### src/rtl/alu_arbiter_if.sv
// Request/response handshakes for two requesters plus the shared-ALU hookup.
// The arbiter uses the slave view; a requester/ALU environment uses the master view.
interface alu_arbiter_if #(
  parameter int ALU_WIDTH = 32
);
  logic                 req0_valid;
  logic                 req0_ready;
  logic [ALU_WIDTH-1:0] req0_op1;
  logic [ALU_WIDTH-1:0] req0_op2;
  logic [3:0]           req0_alu_op;
  logic                 req1_valid;
  logic                 req1_ready;
  logic [ALU_WIDTH-1:0] req1_op1;
  logic [ALU_WIDTH-1:0] req1_op2;
  logic [3:0]           req1_alu_op;
  logic                 resp0_valid;
  logic                 resp0_ready;
  logic [ALU_WIDTH-1:0] resp0_data;
  logic                 resp1_valid;
  logic                 resp1_ready;
  logic [ALU_WIDTH-1:0] resp1_data;
  logic [ALU_WIDTH-1:0] alu_op1;
  logic [ALU_WIDTH-1:0] alu_op2;
  logic [3:0]           alu_op;
  logic [ALU_WIDTH-1:0] alu_out;

  modport slave (
    input  req0_valid, req0_op1, req0_op2, req0_alu_op,
    input  req1_valid, req1_op1, req1_op2, req1_alu_op,
    output req0_ready, req1_ready,
    output resp0_valid, resp0_data, resp1_valid, resp1_data,
    input  resp0_ready, resp1_ready,
    output alu_op1, alu_op2, alu_op,
    input  alu_out
  );

  modport master (
    output req0_valid, req0_op1, req0_op2, req0_alu_op,
    output req1_valid, req1_op1, req1_op2, req1_alu_op,
    input  req0_ready, req1_ready,
    input  resp0_valid, resp0_data, resp1_valid, resp1_data,
    output resp0_ready, resp1_ready,
    input  alu_op1, alu_op2, alu_op,
    output alu_out
  );
endinterface

### src/rtl/alu_arbiter.sv
// Round-robin arbiter sharing one combinational ALU between two requesters.
// One operation in flight: IDLE accepts, EXEC samples the ALU, RESP holds the result.
module alu_arbiter #(
  parameter int ALU_WIDTH = 32
) (
  input  logic          clk,
  input  logic          reset_n,
  alu_arbiter_if.slave  bus,
  output logic          busy
);

  typedef enum logic [1:0] {
    IDLE = 2'd0,
    EXEC = 2'd1,
    RESP = 2'd2
  } state_t;

  state_t               state;
  state_t               state_next;

  logic                 last_grant;
  logic                 grant;
  logic                 accept;
  logic                 resp_hs;

  logic [ALU_WIDTH-1:0] op1_p0;
  logic [ALU_WIDTH-1:0] op2_p0;
  logic [3:0]           op_p0;
  logic                 id_p0;
  logic [ALU_WIDTH-1:0] res_p1;

  // Favour the requester that did not win last time only when both contend.
  always_comb begin
    grant = 1'b0;
    if (bus.req0_valid && bus.req1_valid) begin
      grant = ~last_grant;
    end else if (bus.req1_valid) begin
      grant = 1'b1;
    end
    accept  = (state == IDLE) && (bus.req0_valid || bus.req1_valid);
    resp_hs = (state == RESP) && (id_p0 ? bus.resp1_ready : bus.resp0_ready);
  end

  always_ff @(posedge clk or negedge reset_n) begin
    if (!reset_n) begin
      state <= IDLE;
    end else begin
      state <= state_next;
    end
  end

  always_comb begin
    state_next = state;
    case (state)
      IDLE:    if (accept) state_next = EXEC;
      EXEC:    state_next = RESP;
      RESP:    if (resp_hs) state_next = IDLE;
      default: state_next = IDLE;
    endcase
  end

  // Stage p0: capture the granted request at the handshake.
  always_ff @(posedge clk or negedge reset_n) begin
    if (!reset_n) begin
      op1_p0     <= '0;
      op2_p0     <= '0;
      op_p0      <= '0;
      id_p0      <= 1'b0;
      last_grant <= 1'b1;
    end else if (accept) begin
      op1_p0     <= grant ? bus.req1_op1    : bus.req0_op1;
      op2_p0     <= grant ? bus.req1_op2    : bus.req0_op2;
      op_p0      <= grant ? bus.req1_alu_op : bus.req0_alu_op;
      id_p0      <= grant;
      last_grant <= grant;
    end
  end

  // Stage p1: sample the shared ALU during EXEC.
  always_ff @(posedge clk or negedge reset_n) begin
    if (!reset_n) begin
      res_p1 <= '0;
    end else if (state == EXEC) begin
      res_p1 <= bus.alu_out;
    end
  end

  // Ready is gated by reset_n so nothing is offered while reset is held.
  always_comb begin
    bus.req0_ready  = 1'b0;
    bus.req1_ready  = 1'b0;
    bus.resp0_valid = 1'b0;
    bus.resp1_valid = 1'b0;
    bus.resp0_data  = '0;
    bus.resp1_data  = '0;
    bus.alu_op1     = '0;
    bus.alu_op2     = '0;
    bus.alu_op      = '0;
    busy            = (state != IDLE);
    case (state)
      IDLE: begin
        bus.req0_ready = reset_n && bus.req0_valid && !grant;
        bus.req1_ready = reset_n && bus.req1_valid && grant;
      end
      EXEC: begin
        bus.alu_op1 = op1_p0;
        bus.alu_op2 = op2_p0;
        bus.alu_op  = op_p0;
      end
      RESP: begin
        if (id_p0) begin
          bus.resp1_valid = 1'b1;
          bus.resp1_data  = res_p1;
        end else begin
          bus.resp0_valid = 1'b1;
          bus.resp0_data  = res_p1;
        end
      end
      default: ;
    endcase
  end

endmodule

### src/flat_wrapper.sv
// flat-port wrapper written by rule: the top's interface ports become plain ports
module alu_arbiter_flat 
#(
  parameter int ALU_WIDTH = 32
)
  (clk, reset_n, busy, bus_req0_valid, bus_req0_op1, bus_req0_op2, bus_req0_alu_op, bus_req1_valid, bus_req1_op1, bus_req1_op2, bus_req1_alu_op, bus_req0_ready, bus_req1_ready, bus_resp0_valid, bus_resp0_data, bus_resp1_valid, bus_resp1_data, bus_resp0_ready, bus_resp1_ready, bus_alu_op1, bus_alu_op2, bus_alu_op, bus_alu_out);
  alu_arbiter_if #(.ALU_WIDTH(ALU_WIDTH)) bus_i ();
  input  logic clk;
  input  logic reset_n;
  output logic busy;
  input wire logic [$bits(bus_i.req0_valid)-1:0] bus_req0_valid;
  input wire logic [$bits(bus_i.req0_op1)-1:0] bus_req0_op1;
  input wire logic [$bits(bus_i.req0_op2)-1:0] bus_req0_op2;
  input wire logic [$bits(bus_i.req0_alu_op)-1:0] bus_req0_alu_op;
  input wire logic [$bits(bus_i.req1_valid)-1:0] bus_req1_valid;
  input wire logic [$bits(bus_i.req1_op1)-1:0] bus_req1_op1;
  input wire logic [$bits(bus_i.req1_op2)-1:0] bus_req1_op2;
  input wire logic [$bits(bus_i.req1_alu_op)-1:0] bus_req1_alu_op;
  output wire logic [$bits(bus_i.req0_ready)-1:0] bus_req0_ready;
  output wire logic [$bits(bus_i.req1_ready)-1:0] bus_req1_ready;
  output wire logic [$bits(bus_i.resp0_valid)-1:0] bus_resp0_valid;
  output wire logic [$bits(bus_i.resp0_data)-1:0] bus_resp0_data;
  output wire logic [$bits(bus_i.resp1_valid)-1:0] bus_resp1_valid;
  output wire logic [$bits(bus_i.resp1_data)-1:0] bus_resp1_data;
  input wire logic [$bits(bus_i.resp0_ready)-1:0] bus_resp0_ready;
  input wire logic [$bits(bus_i.resp1_ready)-1:0] bus_resp1_ready;
  output wire logic [$bits(bus_i.alu_op1)-1:0] bus_alu_op1;
  output wire logic [$bits(bus_i.alu_op2)-1:0] bus_alu_op2;
  output wire logic [$bits(bus_i.alu_op)-1:0] bus_alu_op;
  input wire logic [$bits(bus_i.alu_out)-1:0] bus_alu_out;
  assign bus_i.req0_valid = bus_req0_valid;
  assign bus_i.req0_op1 = bus_req0_op1;
  assign bus_i.req0_op2 = bus_req0_op2;
  assign bus_i.req0_alu_op = bus_req0_alu_op;
  assign bus_i.req1_valid = bus_req1_valid;
  assign bus_i.req1_op1 = bus_req1_op1;
  assign bus_i.req1_op2 = bus_req1_op2;
  assign bus_i.req1_alu_op = bus_req1_alu_op;
  assign bus_req0_ready = bus_i.req0_ready;
  assign bus_req1_ready = bus_i.req1_ready;
  assign bus_resp0_valid = bus_i.resp0_valid;
  assign bus_resp0_data = bus_i.resp0_data;
  assign bus_resp1_valid = bus_i.resp1_valid;
  assign bus_resp1_data = bus_i.resp1_data;
  assign bus_i.resp0_ready = bus_resp0_ready;
  assign bus_i.resp1_ready = bus_resp1_ready;
  assign bus_alu_op1 = bus_i.alu_op1;
  assign bus_alu_op2 = bus_i.alu_op2;
  assign bus_alu_op = bus_i.alu_op;
  assign bus_i.alu_out = bus_alu_out;
  alu_arbiter #(.ALU_WIDTH(ALU_WIDTH)) u_core (.clk(clk), .reset_n(reset_n), .bus(bus_i), .busy(busy));
endmodule
### config.mk
export PLATFORM = sky130hd
export DESIGN_NAME = alu_arbiter_flat
export DESIGN_NICKNAME = d
export VERILOG_FILES = /design/src/rtl/alu_arbiter_if.sv /design/src/rtl/alu_arbiter.sv /design/src/flat_wrapper.sv
export SDC_FILE = /design/constraint.sdc
export NUM_CORES = 1
export LEC_CHECK = 0
export CAP_MARGIN = 20
export CORE_MARGIN = 3
export CORE_UTILIZATION = 36
export DETAILED_ROUTE_END_ITERATION = 6
export GPL_TIMING_DRIVEN = 1
export PLACE_DENSITY = 0.73
export REMOVE_ABC_BUFFERS = 1
export SYNTH_ARGS = -nofsm -noshare
export SYNTH_HDL_FRONTEND = slang
export SYNTH_SLANG_ARGS = --single-unit
### constraint.sdc
create_clock -name clk -period 1.8 [get_ports clk]
set_clock_uncertainty 0.05 [all_clocks]
set_input_delay 0.45 -clock clk [delete_from_list [all_inputs] [get_ports clk]]
set_output_delay 0.45 -clock clk [all_outputs]
set_load 0.02 [all_outputs]
==> reports/summary.txt <==
Leakage power - 4.997 nW
Area growth syn-to-layout - 71.50%
Power per cell area - 1539 mW/mm²
CTS tree - yes
Synthesized area per cell - 13.58 µm²
Crit path time final - 2.080 ns
Pin count of the biggest net entering global routing - 55
Crit path cell chain - buf_4 > nor2b_4 > buf_6 > clkbuf_16 > and2_4 > buf_6
Rows - 47
Fin crit share - 115.6%
Type of the worst min-delay path - primary input to async pin
Core area - 0.01670 mm²
Fill cells - 1226
CP Buf/Inv Count - 4
Status - finished, violations left
Most frequent cells in the layout - clkdlybuf4s50_1, mux2_4, dfrtp_1, buf_6, and2_4
Root Driver - clkbuf_16
Failing checks - setup timing
Routability congestion estimate from global placement - 0.7334
Die area - 0.01873 mm²
Total GRT Usage - 17.39%
Detailed Place HPWL - 12660 µm
CTS sink count - 104
Max frequency - 480.7 MHz
Final Slew Violations - 0
Starting density of the core - 36.91%
Yosys warnings - 0
RSZ-0062 raised after global routing - true
Most used cell, CP - buf_6
Top-Level Pins - 311
Post-DR wirelength/cell - 19.46 µm
Initial antenna violation count - 0
Clock tree buffer depth - 2
Slew @ Worst Pin - 0.7064 ns
Setup violations, final - 209
Detailed Route WL - 19650 µm
Critical path type - register to primary output
DIE WIDTH - 136.9 µm
Cell family with most CP delay - buffers and inverters
First-pass GRT wire length - 25280 µm
CTS HTree Levels - 3
#FFs+latches synth - 104
Hold buffer count at cts - 0
Clk_lat worst skew - 0.33 ns
Post-Syn Area - 0.006165 mm²
Final instance count without filler cells - 1010
Crit path max fanout - 6
CTS Buf Count - 9
Slew margin rel. - 52.91%
Vias per cell - 4.663
Yosys top cell area share - 41.81%
Drt initial violations - 104
Maximum vdd drop - 0.8091 mV
Die Ht - 136.9 µm
Syn Inst Count - 454
Share of cells above drive strength 1 - 57.09%
Clk pin slew, worst setup/hold paths - 0.07 ns
PortBufs - 310
Worst path max stage delay - 0.35 ns
Post-route ant nets - 0
Antenna cells - 0
Slowest-stage cell, CP - dfrtp_1
Total gr overflow - 0
Worst Path Arrival - 1.58 ns
Max-cap viol count - 0
DR pass1 iterations - 4
Synth top area cells - dfrtp_1, mux2_4, and2_1
Remaining DRCs - 0
Final core occ - 63.31%
Fin nets - 959
Register area share after synthesis - 42.24%
Final hold slack - 0.2033 ns
Final Hold Fails - 0
Commonest non-fill, non-tap cell in the layout - clkdlybuf4s50_1
CP Capture Type - primary output
Setup TNS - -35.27 ns
Via Count - 4710
Synth area leader - dfrtp_1
Placed cells - 973
WP data required - 1.30 ns
Vias in the first global route - 4721
Post-synthesis cell type count - 22
Setup ws final - -0.2801 ns
Crit start category - register
-- worst paths after layout --
check | start | to | slack, ns | cells past startpoint
setup / recovery | u_core.state[0]$_DFFE_PN0P_ | bus_alu_op2[8] | -0.28 | 6
hold / removal | reset_n | u_core.res_p1[28]$_DFFE_PN0N_ | 0.20 | 2
setup reg to reg | u_core.last_grant$_DFFE_PN1P_ | u_core.op2_p0[16]$_DFFE_PN0P_ | -0.10 | 6
hold reg to reg | u_core.op2_p0[1]$_DFFE_PN0P_ | u_core.op2_p0[1]$_DFFE_PN0P_ | 0.45 | 1
max in group asynchronous | reset_n | u_core.state[1]$_DFFE_PN0P_ | 0.97 | 2
min in group clk | u_core.op2_p0[1]$_DFFE_PN0P_ | u_core.op2_p0[1]$_DFFE_PN0P_ | 0.45 | 1
-- cells in the mapped netlist --
cell type	number
mux2_4	134
o21a_1	1
clkbuf_1	13
nor2b_1	1
buf_6	2
nand2b_1	1
a21bo_1	1
and4_1	1
nor2_1	4
and2_1	132
a21oi_1	1
dfrtp_1	103
o21bai_1	1
inv_1	2
o22ai_1	1
mux2_2	35
nand2_1	1
buf_4	7
dfstp_2	1
buf_8	6
buf_2	5
a31oi_1	1
-- area by class of cell --
type	instances	area [µm²]	share of cell area (%)
Timing Repair Buffer	353	3800	35.94
Sequential cell	104	2605	24.64
Clock inverter	6	82.58	0.7811
Tap cell	220	275.3	2.604
Inverter	2	7.507	0.07101
Multi-Input combinational cell	315	3563	33.70
Clock buffer	10	239.0	2.260
-- power by group --
group          internal (mW)  switching (mW)
clock                   1.25           0.840
sequential              3.58           0.844
combinational           5.75            4.01
-- per-layer routing --
metal / wire, µm / vias up / GRT usage, % / share of wire [%]
li1: - / 2196 / - / -
met1: 7349 / 2274 / 20.24 / 37
met2: 10390 / 214 / 31.35 / 53
met3: 1463 / 26 / 4.926 / 7.4
met4: 448 / 0 / 4.601 / 2.3
met5: 0 / - / 0 / 0
-- registers in the layout, indices dropped and copies added, names as in the netlist --
register	count
u_core.last_grant	1
u_core.op2_p0	32
u_core.op1_p0	32
u_core.id_p0	1
u_core.op_p0	4
u_core.res_p1	32
u_core.state	2
-- metrics by stage --
step,instance area (µm²),worst slack (ns),total power [mW]
after detailed placement,9575,-0.6352,12.78
final,10570,-0.2801,16.27
after floorplan,5926,-2.398,8.916
after global placement,9575,-0.6136,12.53
after CTS,9887,-0.4060,14.59
after global routing,10570,-0.3325,17.06
-- what timing repair did --
item,in CTS,in global routing
setup endpoints to repair,201,205
pin swaps,0,29
resized for setup,419,451
setup buffers,0,8
cloned,0,13
-- cell families (layout without fill, tap and decap cells) --
kind of cell           count (synthesis)  after routing  synth area share [%]
flip-flops                           104            104                 42.24
buffers and inverters                 35            371                 3.998
multiplexers                         169            169                 39.03
AND/OR/NAND/NOR                      140            140                 14.05
AO/OA/AOI/OAI                          6              6                0.6902
(Power assumes the default switching activity.)
==> patch: new RTL, config.mk and constraints unchanged <==
Encoding of `state_t`: now one-hot (3 bits for 3 states).
--- a/src/rtl/alu_arbiter.sv
+++ b/src/rtl/alu_arbiter.sv
@@ -11,6 +11,6 @@
 
-  typedef enum logic [1:0] {
-    IDLE = 2'd0,
-    EXEC = 2'd1,
-    RESP = 2'd2
+  typedef enum logic [2:0] {
+    IDLE = 3'b001,
+    EXEC = 3'b010,
+    RESP = 3'b100
   } state_t;
Formal check against the unedited RTL: no difference found for any inputs over 10 cycles, from zero or initial values and one cycle with reset_n low; not proved beyond that.
==> patch against the original RTL <==
- the flow still finishes with violations (setup timing)
- first-iteration DRC count up 140%
- synthesized cell count up 6.6%
- final area down 8.8%
- total power down 19%
- core utilization up 2.6 points
- sequential cell count up 1
- setup slack worse by 0.14 ns
- routed wire length up 8.9%
- count of clock-buffer cells in the layout up 4
- area after synthesis down 12%
- critical path type unchanged
- critical endpoint is now bus_resp0_data[16]
- highest routed layer unchanged
==> patch: results (changes against the original RTL) <==
dpl ws -> -0.499 ns (was -0.635 ns)
Hold WS -> 0.159 ns (was 0.203 ns)
critical path endpoint -> bus_resp0_data[16] (was bus_alu_op2[8])
final setup violation count -> 145 (was 209)
normalized max-slew margin -> 61.7% (was 52.9%)
maximum VDD drop -> 0.000699 V (was 0.000809 V)
violated checks -> setup timing (unchanged)
number of global-route vias before repair -> 5,382 (was 4,721)
number of cells after detailed placement -> 952 (was 973)
post-cts sizing count -> 474 (was 419)
reg-to-reg endpoint -> u_core.res_p1[1] (was u_core.op2_p0[16])
r2r setup slk -> -0.07 ns (was -0.10 ns)
RR Startpoint -> u_core.state[2] (was u_core.last_grant)
Compound-Gate Fraction of Synth Area -> 22.8% (was 0.690%)
Routed WL per cell -> 21.7 µm (was 19.5 µm)
Top delay family on crit path -> simple AND/OR/NAND/NOR gates (was buffers and inverters)
final WL -> 21,400 µm (was 19,700 µm)
drt first-iter violations -> 252 (was 104)
Fin Setup TNS -> -50.08 ns (was -35.27 ns)
ranking of synthesized cells by area -> dfrtp_1 (47%), and2_1 (15%), a2bb2oi_1 (11%) (was dfrtp_1 (42%), mux2_4 (33%), and2_1 (13%))
post-synthesis sequential area ratio -> 48.3% (was 42.2%)
Crit. Startpoint -> u_core.state[1] (was u_core.state[0])
status -> complete, but fails checks (unchanged)
final worst slack -> -0.416 ns (was -0.280 ns)
post-synthesis mux area share -> 6.80% (was 39.0%)
Placed Area -> 8930 µm² (was 9580 µm²)
GRT Util Overall -> 22.4% (was 17.4%)
Slowest cell on crit path -> dfrtp_2 (was dfrtp_1)
[patch: changes by cell type after synthesis, moves of 10 or more]
cell | unedited run | this run
mux2_4 | 134 | 0
o32ai_1 | 0 | 68
mux2_2 | 35 | 22
clkbuf_1 | 13 | 30
mux2_1 | 0 | 10
a2bb2oi_1 | 0 | 68
[patch: area by class of cell]
type	instances	area (µm²)
Clock inverter	2	16.3
Fill cell	1139	5000
Tap cell	184	230
Sequential cell	105	2630
Timing Repair Buffer	359	3710
Inverter	2	7.51
Multi-Input combinational cell	321	2790
Clock buffer	14	254
[patch: where the power goes]
group	internal (mW)	switching, mW	leakage [nW]
registers	3.56	0.831	1.18
clock network	0.983	0.848	0.127
logic	3.79	3.20	2.80
total	8.34	4.88	4.11
[patch: layer usage]
metal	vias up	global-route usage (%)	share of wire (%)
met5	-	0	0
met1	2660	28.2	40
met3	38	4.74	6.9
met2	235	38.2	50
met4	0	7.72	2.7
li1	2444	-	-
